## config.mk

```make
export PLATFORM = sky130hd
export DESIGN_NAME = pwm_motor_driver_flat
export DESIGN_NICKNAME = d
export VERILOG_FILES = /design/src/rtl/pwm_motor_driver_if.sv /design/src/rtl/pwm_motor_driver.sv /design/src/flat_wrapper.sv
export SDC_FILE = /design/constraint.sdc
export NUM_CORES = 1
export LEC_CHECK = 0
export CAP_MARGIN = 0
export CORE_ASPECT_RATIO = 2
export CORE_MARGIN = 4
export CORE_UTILIZATION = 23
export CTS_BUF_LIST = sky130_fd_sc_hd__clkbuf_8 sky130_fd_sc_hd__clkbuf_16
export DETAILED_ROUTE_END_ITERATION = 10
export HOLD_SLACK_MARGIN = 0.02
export PLACE_DENSITY_LB_ADDON = 0.1
export SETUP_SLACK_MARGIN = 0.15
export SLEW_MARGIN = 20
export SYNTH_ARGS = -nofsm -noshare
export SYNTH_HDL_FRONTEND = slang
export SYNTH_SLANG_ARGS = --single-unit
export TNS_END_PERCENT = 5
```

## constraint.sdc

```tcl
create_clock -name clk -period 6.86 [get_ports clk]
set_clock_uncertainty 0.2 [all_clocks]
set_input_delay 1.372 -clock clk [delete_from_list [all_inputs] [get_ports clk]]
set_output_delay 1.372 -clock clk [all_outputs]
set_load 0.05 [all_outputs]
```

## src/rtl/pwm_motor_driver_if.sv

```systemverilog
// Bundle between the steering logic and the PWM motor driver: per-channel duty and
// direction requests in, bridge enables, direction pins and status back out.
interface pwm_motor_driver_if #(
  parameter int CHANNELS = 2,
  parameter int CNT_W    = 20
);
  logic [CHANNELS*CNT_W-1:0] duty_cmd;
  logic [CHANNELS-1:0]       dir_cmd;
  logic                      stop;
  logic [CHANNELS-1:0]       en;
  logic [2*CHANNELS-1:0]     in;
  logic                      period_tick;
  logic [CHANNELS*CNT_W-1:0] duty_applied;

  modport master (
    output duty_cmd, dir_cmd, stop,
    input  en, in, period_tick, duty_applied
  );

  modport slave (
    input  duty_cmd, dir_cmd, stop,
    output en, in, period_tick, duty_applied
  );
endinterface

```

## src/rtl/pwm_motor_driver.sv

```systemverilog
// Multi-channel H-bridge PWM driver: shared period counter, per-period duty slew
// limiting, and a ramp-down / dead-time sequence around every direction reversal.
module pwm_motor_driver #(
  parameter int CHANNELS     = 2,
  parameter int CNT_W        = 20,
  parameter int PERIOD       = 250000,
  parameter int RAMP_STEP    = 2500,
  parameter int DEAD_PERIODS = 2
) (
  input logic            clk,
  input logic            rst,
  pwm_motor_driver_if.slave bus
);

  localparam logic [CNT_W-1:0]        LAST = CNT_W'(PERIOD - 1);
  localparam logic [CNT_W-1:0]        FULL = CNT_W'(PERIOD);
  localparam logic signed [CNT_W+1:0] STEP = (CNT_W + 2)'(RAMP_STEP);
  localparam int                      DC_W = $clog2(DEAD_PERIODS + 1);
  localparam logic [DC_W-1:0]         DEAD_LOAD = DC_W'(DEAD_PERIODS);

  typedef enum logic [1:0] {RUN, RAMP_DOWN, DEAD} state_t;

  function automatic logic [CNT_W-1:0] sat_target(input logic [CNT_W-1:0] d);
    return (d > FULL) ? FULL : d;
  endfunction

  // One slew step of at most RAMP_STEP toward t; t >= 0 also keeps the result from underflowing.
  function automatic logic [CNT_W-1:0] ramp(input logic [CNT_W-1:0] a,
                                            input logic [CNT_W-1:0] t);
    logic signed [CNT_W+1:0] sa;
    logic signed [CNT_W+1:0] st;
    logic signed [CNT_W+1:0] nxt;
    sa  = $signed({2'b00, a});
    st  = $signed({2'b00, t});
    nxt = sa;
    if (sa < st) begin
      nxt = sa + STEP;
      if (nxt > st) nxt = st;
    end else if (sa > st) begin
      nxt = sa - STEP;
      if (nxt < st) nxt = st;
    end
    return CNT_W'(nxt);
  endfunction

  logic [CNT_W-1:0] cnt_p0;
  logic [CNT_W-1:0] cnt_nxt;
  logic             tick_p0;
  logic             boundary;

  assign cnt_nxt  = (cnt_p0 == LAST) ? '0 : cnt_p0 + 1'b1;
  assign boundary = (cnt_p0 == LAST);

  // Stage p0: shared period counter and its registered last-count pulse
  always_ff @(posedge clk) begin
    if (rst) begin
      cnt_p0  <= '0;
      tick_p0 <= 1'b0;
    end else begin
      cnt_p0  <= cnt_nxt;
      tick_p0 <= (cnt_nxt == LAST);
    end
  end

  assign bus.period_tick = tick_p0;

  for (genvar i = 0; i < CHANNELS; i++) begin : g_ch
    state_t           state_p0;
    state_t           st_dir;
    state_t           state_nxt;
    logic             dir_p0;
    logic             dir_req;
    logic [DC_W-1:0]  dead_p0;
    logic [CNT_W-1:0] duty_p0;
    logic [CNT_W-1:0] tgt;
    logic [CNT_W-1:0] duty_ramp;
    logic             en_p1;
    logic [1:0]       pins;

    assign dir_req = bus.dir_cmd[i];

    // Direction-driven transitions resolve first so the boundary update sees the new target.
    always_comb begin
      st_dir = state_p0;
      case (state_p0)
        RUN:       if (dir_req != dir_p0) st_dir = RAMP_DOWN;
        RAMP_DOWN: if (dir_req == dir_p0) st_dir = RUN;
        DEAD:      if (boundary && dead_p0 == DC_W'(1)) st_dir = RUN;
        default:   st_dir = RUN;
      endcase
      tgt       = (st_dir == RUN) ? sat_target(bus.duty_cmd[i*CNT_W +: CNT_W]) : '0;
      duty_ramp = boundary ? ramp(duty_p0, tgt) : duty_p0;
      state_nxt = st_dir;
      if (st_dir == RAMP_DOWN && (bus.stop || (boundary && duty_ramp == '0)))
        state_nxt = DEAD;
    end

    always_ff @(posedge clk) begin
      if (rst) begin
        state_p0 <= RUN;
        dir_p0   <= 1'b1;
        dead_p0  <= '0;
      end else begin
        state_p0 <= state_nxt;
        if (state_p0 == DEAD && st_dir == RUN) dir_p0 <= dir_req;
        if (state_nxt == DEAD && state_p0 != DEAD) dead_p0 <= DEAD_LOAD;
        else if (state_p0 == DEAD && boundary)     dead_p0 <= dead_p0 - DC_W'(1);
      end
    end

    // Stage p1: applied duty and compare-registered enable; stop overrides the slew rule
    always_ff @(posedge clk) begin
      if (rst || bus.stop) begin
        duty_p0 <= '0;
        en_p1   <= 1'b0;
      end else begin
        duty_p0 <= duty_ramp;
        en_p1   <= (cnt_p0 < duty_p0);
      end
    end

    always_comb begin
      pins = 2'b00;
      if (state_p0 != DEAD) pins = dir_p0 ? 2'b10 : 2'b01;
    end

    assign bus.en[i]                           = en_p1;
    assign bus.in[2*i +: 2]                    = pins;
    assign bus.duty_applied[i*CNT_W +: CNT_W]  = duty_p0;
  end

endmodule

```

## src/flat_wrapper.sv

```systemverilog
// flat-port wrapper written by rule: the top's interface ports become plain ports
module pwm_motor_driver_flat 
#(
  parameter int CHANNELS     = 2,
  parameter int CNT_W        = 20,
  parameter int PERIOD       = 250000,
  parameter int RAMP_STEP    = 2500,
  parameter int DEAD_PERIODS = 2
)
  (clk, rst, bus_duty_cmd, bus_dir_cmd, bus_stop, bus_en, bus_in, bus_period_tick, bus_duty_applied);
  pwm_motor_driver_if #(.CHANNELS(CHANNELS), .CNT_W(CNT_W)) bus_i ();
  input logic clk;
  input logic rst;
  input wire logic [$bits(bus_i.duty_cmd)-1:0] bus_duty_cmd;
  input wire logic [$bits(bus_i.dir_cmd)-1:0] bus_dir_cmd;
  input wire logic [$bits(bus_i.stop)-1:0] bus_stop;
  output wire logic [$bits(bus_i.en)-1:0] bus_en;
  output wire logic [$bits(bus_i.in)-1:0] bus_in;
  output wire logic [$bits(bus_i.period_tick)-1:0] bus_period_tick;
  output wire logic [$bits(bus_i.duty_applied)-1:0] bus_duty_applied;
  assign bus_i.duty_cmd = bus_duty_cmd;
  assign bus_i.dir_cmd = bus_dir_cmd;
  assign bus_i.stop = bus_stop;
  assign bus_en = bus_i.en;
  assign bus_in = bus_i.in;
  assign bus_period_tick = bus_i.period_tick;
  assign bus_duty_applied = bus_i.duty_applied;
  pwm_motor_driver #(.CHANNELS(CHANNELS), .CNT_W(CNT_W), .PERIOD(PERIOD), .RAMP_STEP(RAMP_STEP), .DEAD_PERIODS(DEAD_PERIODS)) u_core (.clk(clk), .rst(rst), .bus(bus_i));
endmodule
```

# After elaboration in Yosys (flattened, before gate mapping)
# Cells that the tools add are included.
[word_totals]
regBits = 73
output_inout_bits = 47
[classes]
n_addsub = 7
n_lt_le_gt_ge = 12
eq_ne = 18
muxes = 33
reduce_logical = 25
[ops]
columns = ["cell", "n"]
rows = [
  ["$mux W20", 15],
  ["$lt A20 B20 Y1", 4],
  ["$add A20 B12 Y21 const B", 2],
  ["$gt A21 B20 Y1", 2],
  ["$lt A21 B21 Y1", 2],
  ["$sub A20 B12 Y21 const B", 2],
  ["$eq A20 B18 Y1 const B", 2],
  ["$gt A20 B18 Y1 const B", 2],
  ["$gt A20 B20 Y1", 2],
  ["$logic_not A20 Y1", 2],
  ["$mux W2", 16],
  ["$add A20 B1 Y20 const B", 1],
  ["$eq A2 B1 Y1 const B", 6],
  ["$logic_and A1 B1 Y1", 12],
  ["$pmux W2 S3", 2],
  ["$eq A2 B2 Y1 const B", 4],
  ["$logic_not A2 Y1", 4],
  ["$ne A2 B2 Y1 const B", 2],
  ["$reduce_bool A2 Y1", 2],
  ["$reduce_or A2 Y1", 2],
  ["$sub A2 B1 Y2 const B", 2],
  ["$logic_or A1 B1 Y1", 3],
  ["$eq A1 B1 Y1", 2],
  ["$ne A1 B1 Y1", 2],
]

# Longest topological paths before layout
[logic_depth]
ltp_word = 19
depth_mapped = 21
mapped_depth_nobuf = 19

# Worst setup path before layout
# OpenSTA, ideal clock, no wires.
[synth_path]
kind = "input to register"
from = "in bus_duty_cmd[0]"
to = "reg u_core.g_ch[0].dead_p0[1]"
t_arrival_ns = 5.717
slack_ns = 0.857
cell_stages = 19
path_buffers = 2
path_cell_list = "or4_1 -> a2111oi_2 -> o21ai_1 -> nor3_2 -> buf_2 -> nand2_1 -> ha_1 -> a21oi_1 -> nand2_1 -> a2111oi_0 -> and4_1 -> clkbuf_1 -> nor3_2 -> a221o_1 -> a221o_1 -> nor4_2 -> and4_1 -> nand3_1 -> a221oi_2"
[synth_between]
elab_chain_cells = 16
word_cells_on_any_way = 21
cone_classes = "order compare (5); eq/ne (1); mux (9); reduce/logical (6)"
[synth_lines]
columns = ["item", "line", "text"]
rows = [
  ["start: declaration", "flat_wrapper.sv:14", "input wire logic [$bits(bus_i.duty_cmd)-1:0] bus_duty_cmd;"],
  ["$gt A20 B18 Y1", "pwm_motor_driver.sv:24", "return (d > FULL) ? FULL : d;"],
  ["$mux W20 *", "pwm_motor_driver.sv:24", ""],
  ["$mux W20 *", "pwm_motor_driver.sv:91", "tgt = (st_dir == RUN) ? sat_target(bus.duty_cmd[i*CNT_W +: CNT_W]) : '0;"],
  ["$lt A21 B21 Y1", "pwm_motor_driver.sv:41", "if (nxt < st) nxt = st;"],
  ["$mux W20", "pwm_motor_driver.sv:41", ""],
  ["$mux W20", "pwm_motor_driver.sv:39", "end else if (sa > st) begin"],
  ["$mux W20 *", "pwm_motor_driver.sv:36", "if (sa < st) begin"],
  ["$mux W20 *", "pwm_motor_driver.sv:92", "duty_ramp = boundary ? ramp(duty_p0, tgt) : duty_p0;"],
  ["$logic_not A20 Y1 *", "pwm_motor_driver.sv:94", "if (st_dir == RAMP_DOWN && (bus.stop || (boundary && duty_ramp == '0)))"],
  ["$logic_and A1 B1 Y1 *", "pwm_motor_driver.sv:94", ""],
  ["$logic_or A1 B1 Y1 *", "pwm_motor_driver.sv:94", ""],
  ["$logic_and A1 B1 Y1 *", "pwm_motor_driver.sv:94", ""],
  ["$mux W2 *", "pwm_motor_driver.sv:94", ""],
  ["$eq A2 B2 Y1 *", "pwm_motor_driver.sv:106", "if (state_nxt == DEAD && state_p0 != DEAD) dead_p0 <= DEAD_LOAD;"],
  ["$logic_and A1 B1 Y1 *", "pwm_motor_driver.sv:106", ""],
  ["$mux W2 or $reduce_bool A2 Y1 (tied branches)", "--", ""],
  ["end signal: assignment", "pwm_motor_driver.sv:107", "else if (state_p0 == DEAD && boundary) dead_p0 <= dead_p0 - DC_W'(1);"],
  ["end: declaration", "pwm_motor_driver.sv:73", "logic [DC_W-1:0] dead_p0;"],
]
# Every way passes the cells marked *; elsewhere a longest branch is shown, timed or not.
# A chain may end at the register's enable or synchronous reset.

# Worst setup path in the final report
[layout_path]
from = "in bus_duty_cmd[22]"
to = "reg u_core.g_ch[1].state_p0[0]"
[layout_between]
elab_chain_cells = 13
word_cells_on_any_way = 17
cone_classes = "order compare (5); mux (8); reduce/logical (4)"
[layout_lines]
columns = ["item", "line", "text"]
rows = [
  ["$gt A20 B18 Y1", "pwm_motor_driver.sv:24", ""],
  ["$mux W20 *", "pwm_motor_driver.sv:24", ""],
  ["$mux W20 *", "pwm_motor_driver.sv:91", ""],
  ["$lt A21 B21 Y1", "pwm_motor_driver.sv:41", ""],
  ["$mux W20", "pwm_motor_driver.sv:41", ""],
  ["$mux W20", "pwm_motor_driver.sv:39", ""],
  ["$mux W20 *", "pwm_motor_driver.sv:36", ""],
  ["$mux W20 *", "pwm_motor_driver.sv:92", ""],
  ["$logic_not A20 Y1 *", "pwm_motor_driver.sv:94", ""],
  ["$logic_and A1 B1 Y1 *", "pwm_motor_driver.sv:94", ""],
  ["$logic_or A1 B1 Y1 *", "pwm_motor_driver.sv:94", ""],
  ["$logic_and A1 B1 Y1 *", "pwm_motor_driver.sv:94", ""],
  ["$mux W2 *", "pwm_motor_driver.sv:94", ""],
  ["end signal: assignment", "pwm_motor_driver.sv:104", "state_p0 <= state_nxt;"],
  ["end: declaration", "pwm_motor_driver.sv:68", "state_t state_p0;"],
]
# Marks and branches as above.

==> results.toml <==
[status]
run_status = "completed"

[power]
comb_power_share_pct = 35.1
p_seq_share_pct = 32.3
intPower_mw = 0.894
p_leak_nw = 5.74
switching_share_pct = 33.7
p_switching_mw = 0.455
clkPwrFrac_pct = 32.6
ir_drop_v = 0.000111
powerDensity_mw_per_mm2 = 95.9

[clock_tree]
cts-root-buf = "clkbuf_16"
numCtsBuffers = 9
cts_buffer_depth = 2
htreeDepth = 3
clk_latency_ps = 350
cts_sinks = 73
cts_hold_buf = 0
path_clk_slew_ps = 60
cts_tree = "done"

[setup_path]
r2r_slack_ps = 840
critical_path.endpoint_type = "register"
worst_ep_required_time_ps = 6900
critPathKind = "input pin to register"
worst_path_most_repeated_cell = "buf_4"
max_stage_delay_ps = 560
crit_arrival_ps = 6590
critPathTopFamily = "simple AND/OR/NAND/NOR gates"
cp-start-kind = "input pin"
crit_chain = "clkdlybuf4s50_1 -> nor4_4 -> buf_4 -> o211ai_1 -> buf_4 -> a31o_2 -> and2b_2 -> buf_12 -> nand2_1 -> buf_4 -> ha_1 -> o21a_1 -> o211ai_1 -> a21o_1 -> nand3_1 -> a21oi_2 -> mux2i_2 -> a311oi_1 -> buf_4 -> or4_1 -> nor4b_4 -> buf_4 -> nand3_1 -> and3_1"
slowest_stage = "or4_1"
cp_num_buf_inv = 7
critPathMaxFanout = 14

[cells_and_area]
antenna_cells = 0
area_growth_pct = 40.5
layout_commonest_cell = "buf_4"
final_cell_mix = "buf_4, ha_1, nor2_1"
final_nets = 1849
drive_gt1_share_pct = 23.0
nFillCells = 4685
finish.utilization_pct = 32.9

[floorplanning]
die_x_um = 156
coreArea_mm2 = 0.0428
placementRows = 107
start_util_pct = 23.4
ios = 92
die_y_um = 303
dieArea_mm2 = 0.0472

[detailed_routing]
wire_per_inst_um = 24.3
vias = 11617
drc = 0
vias_per_cell = 5.29
first_iter_violations = 520
ant_nets = 0
wirelength_um = 53300
firstDrtPassIters = 5

[synth]
synth_area_mm2 = 0.0100
synthCells = 1312
synth.distinct_cells = 94
synth_mux_area_share_pct = 0.837
synth_compound_area_share_pct = 25.1
yosys_most_used_dff = "dfxtp_1"
syn_area_per_cell_um2 = 7.64
synth_enable_flop_cells = 0
async_reset_ff_share_pct = 0
synth_xor_area_share_pct = 7.52
synthAdderAreaFrac_pct = 19.6
yosys.area_share.simple_pct = 27.6
synth_top_family_by_area = "simple AND/OR/NAND/NOR gates"
yosys_warnings = 0
yosys_register_bits = 73
ys_seq_area_share_pct = 14.6

[job]
maxCapViolations = 0

[global_routing]
antenna_found_initial = 0
grt_max_degree = 21
grtUsageTotal_pct = 22.2
grt_pass1_wl_um = 76800
grt-ovfl-total = 0
first_global_vias = 12321

[min_path]
hp-class = "register to register"

[timing]
finalMaxSlewViolations = 0
finalHoldViolations = 0
period_minus_slack_ps = 6550
max_slew_margin_pct = 26.6
setup_viol = 0
rsz0062_at_grt = "yes"
max_freq_ghz = 0.153
fin_tns_setup_ps = 0
post-route-period-util_pct = 95.4
worst_slew_pin_slew_ps = 1100

[placed_design]
dp_hpwl_um = 45600
io_buffers = 91
globalplace.congestion = 0.959
[area by class of cell]
type	count	area, um^2	share of cell area (%)
Inverter	59	221	1.57
Sequential cell	73	1460	10.4
Clock inverter	5	25.0	0.178
Multi-Input combinational cell	1135	8380	59.6
Tap cell	545	682	4.85
Timing Repair Buffer	369	3060	21.8
Clock buffer	10	239	1.70
[kinds of logic after synthesis]
logic type               Yosys count
AO/OA/AOI/OAI                    363
XOR/XNOR                          86
adder cells (fa/ha/maj)          157
buffers and inverters            115
flip-flops                        73
multiplexers                       8
other                              1
AND/OR/NAND/NOR                  509
[sequential cells by signal (all words and copies together), names as in the netlist]
name	flops
u_core.bus.period_tick	1
u_core.cnt_p0	20
u_core.g_ch.dead_p0	4
u_core.g_ch.dir_p0	2
u_core.g_ch.duty_p0	40
u_core.g_ch.en_p1	2
u_core.g_ch.state_p0	4
[synth_stat cells (all sizes together) (9+ instances only)]
cell | n | share of area, %
nand2b | 18 | 1.1
and3 | 22 | 1.4
dfxtp | 73 | 15
clkbuf | 31 | 1.2
o21ai | 78 | 4.0
nand3 | 66 | 3.3
a2111oi | 10 | 1.0
inv | 58 | 2.2
nand4 | 33 | 2.1
nor2b | 14 | 0.87
and2 | 29 | 1.8
and4 | 17 | 1.5
ha | 157 | 20
nand2 | 95 | 3.6
nor3 | 37 | 2.2
a31oi | 13 | 0.81
a21o | 26 | 1.9
nor4 | 17 | 1.6
a21oi | 89 | 4.5
xnor2 | 73 | 6.4
buf | 25 | 1.3
o2111ai | 9 | 0.79
or3 | 16 | 1.0
o21a | 10 | 0.75
xor2 | 13 | 1.1
a211oi | 21 | 1.6
nor2 | 108 | 4.0
o211ai | 17 | 1.3
[metrics by stage]
| stage | hold slack [ps] | setup slack (ps) | total power [mW] | instance area (um^2) | cells |
|---|---|---|---|---|---|
| after floorplan | 255 | 857 | 0.652 | 10100 | 1323 |
| after global placement | 326 | -741 | 0.905 | 13400 | 2164 |
| after detailed placement | 335 | -729 | 0.907 | 13400 | 2164 |
| after CTS | 341 | 147 | 1.36 | 13800 | 2185 |
| after global routing | 378 | 71.4 | 1.42 | 14100 | 2196 |
| final | 336 | 313 | 1.35 | 14100 | 2196 |
[repair_timing]
item | in CTS | in global routing
pin swaps | 9 | 16
buffers inserted | 6 | 10
endpoints found under the setup margin | 8 | 8
cloned | 0 | 1
resized for setup | 23 | 40
hold endpoints to repair | 0 | 0
[worst reg2reg max path: stages (launching register included)]
cell and delay [ps]:
dfxtp_1 440, ha_1 250, and3_1 260, and4_1 290, a31oi_1 140, nor2_1 460
buf_4 230, o21ai_0 320, ha_1 430, a21oi_1 130, nor2_1 70, a2111oi_0 530
a311oi_1 100, buf_4 180, a21bo_2 240, mux2i_4 310, buf_4 200, o2111ai_1 180
a211oi_1 340, and4_4 300, and3_1 220, o41ai_2 70
[power groups by stage]
stage	logic (mW)	clock network (mW)	registers, mW
2_1_floorplan	0.208	0	0.444
3_3_place_gp	0.459	0	0.446
3_5_place_dp	0.460	0	0.446
4_1_cts	0.472	0.455	0.437
5_1_grt	0.514	0.466	0.437
6_report	0.473	0.440	0.437
[metal layers]
| metal | share of wire [%] | wire, um | vias up | global-route usage (%) |
|---|---|---|---|---|
| met5 | 0 | 0 | - | 0 |
| met1 | 30 | 15900 | 5509 | 17.7 |
| met2 | 58 | 30900 | 332 | 46.9 |
| met3 | 2.1 | 1150 | 170 | 1.67 |
| li1 | - | - | 5606 | - |
| met4 | 10 | 5320 | 0 | 17.8 |
[final timing paths]
path                            cells after the start                       from                          to
worst min-delay path                                2  u_core.g_ch[0].duty_p0[0]   u_core.g_ch[0].duty_p0[0]
worst max register to register                     21           u_core.cnt_p0[1]   u_core.g_ch[0].dead_p0[0]
worst min register to register                      2  u_core.g_ch[0].duty_p0[0]   u_core.g_ch[0].duty_p0[0]
worst max-delay path                               24           bus_duty_cmd[22]  u_core.g_ch[1].state_p0[0]
Note: power is estimated with default switching activity, not from simulation.
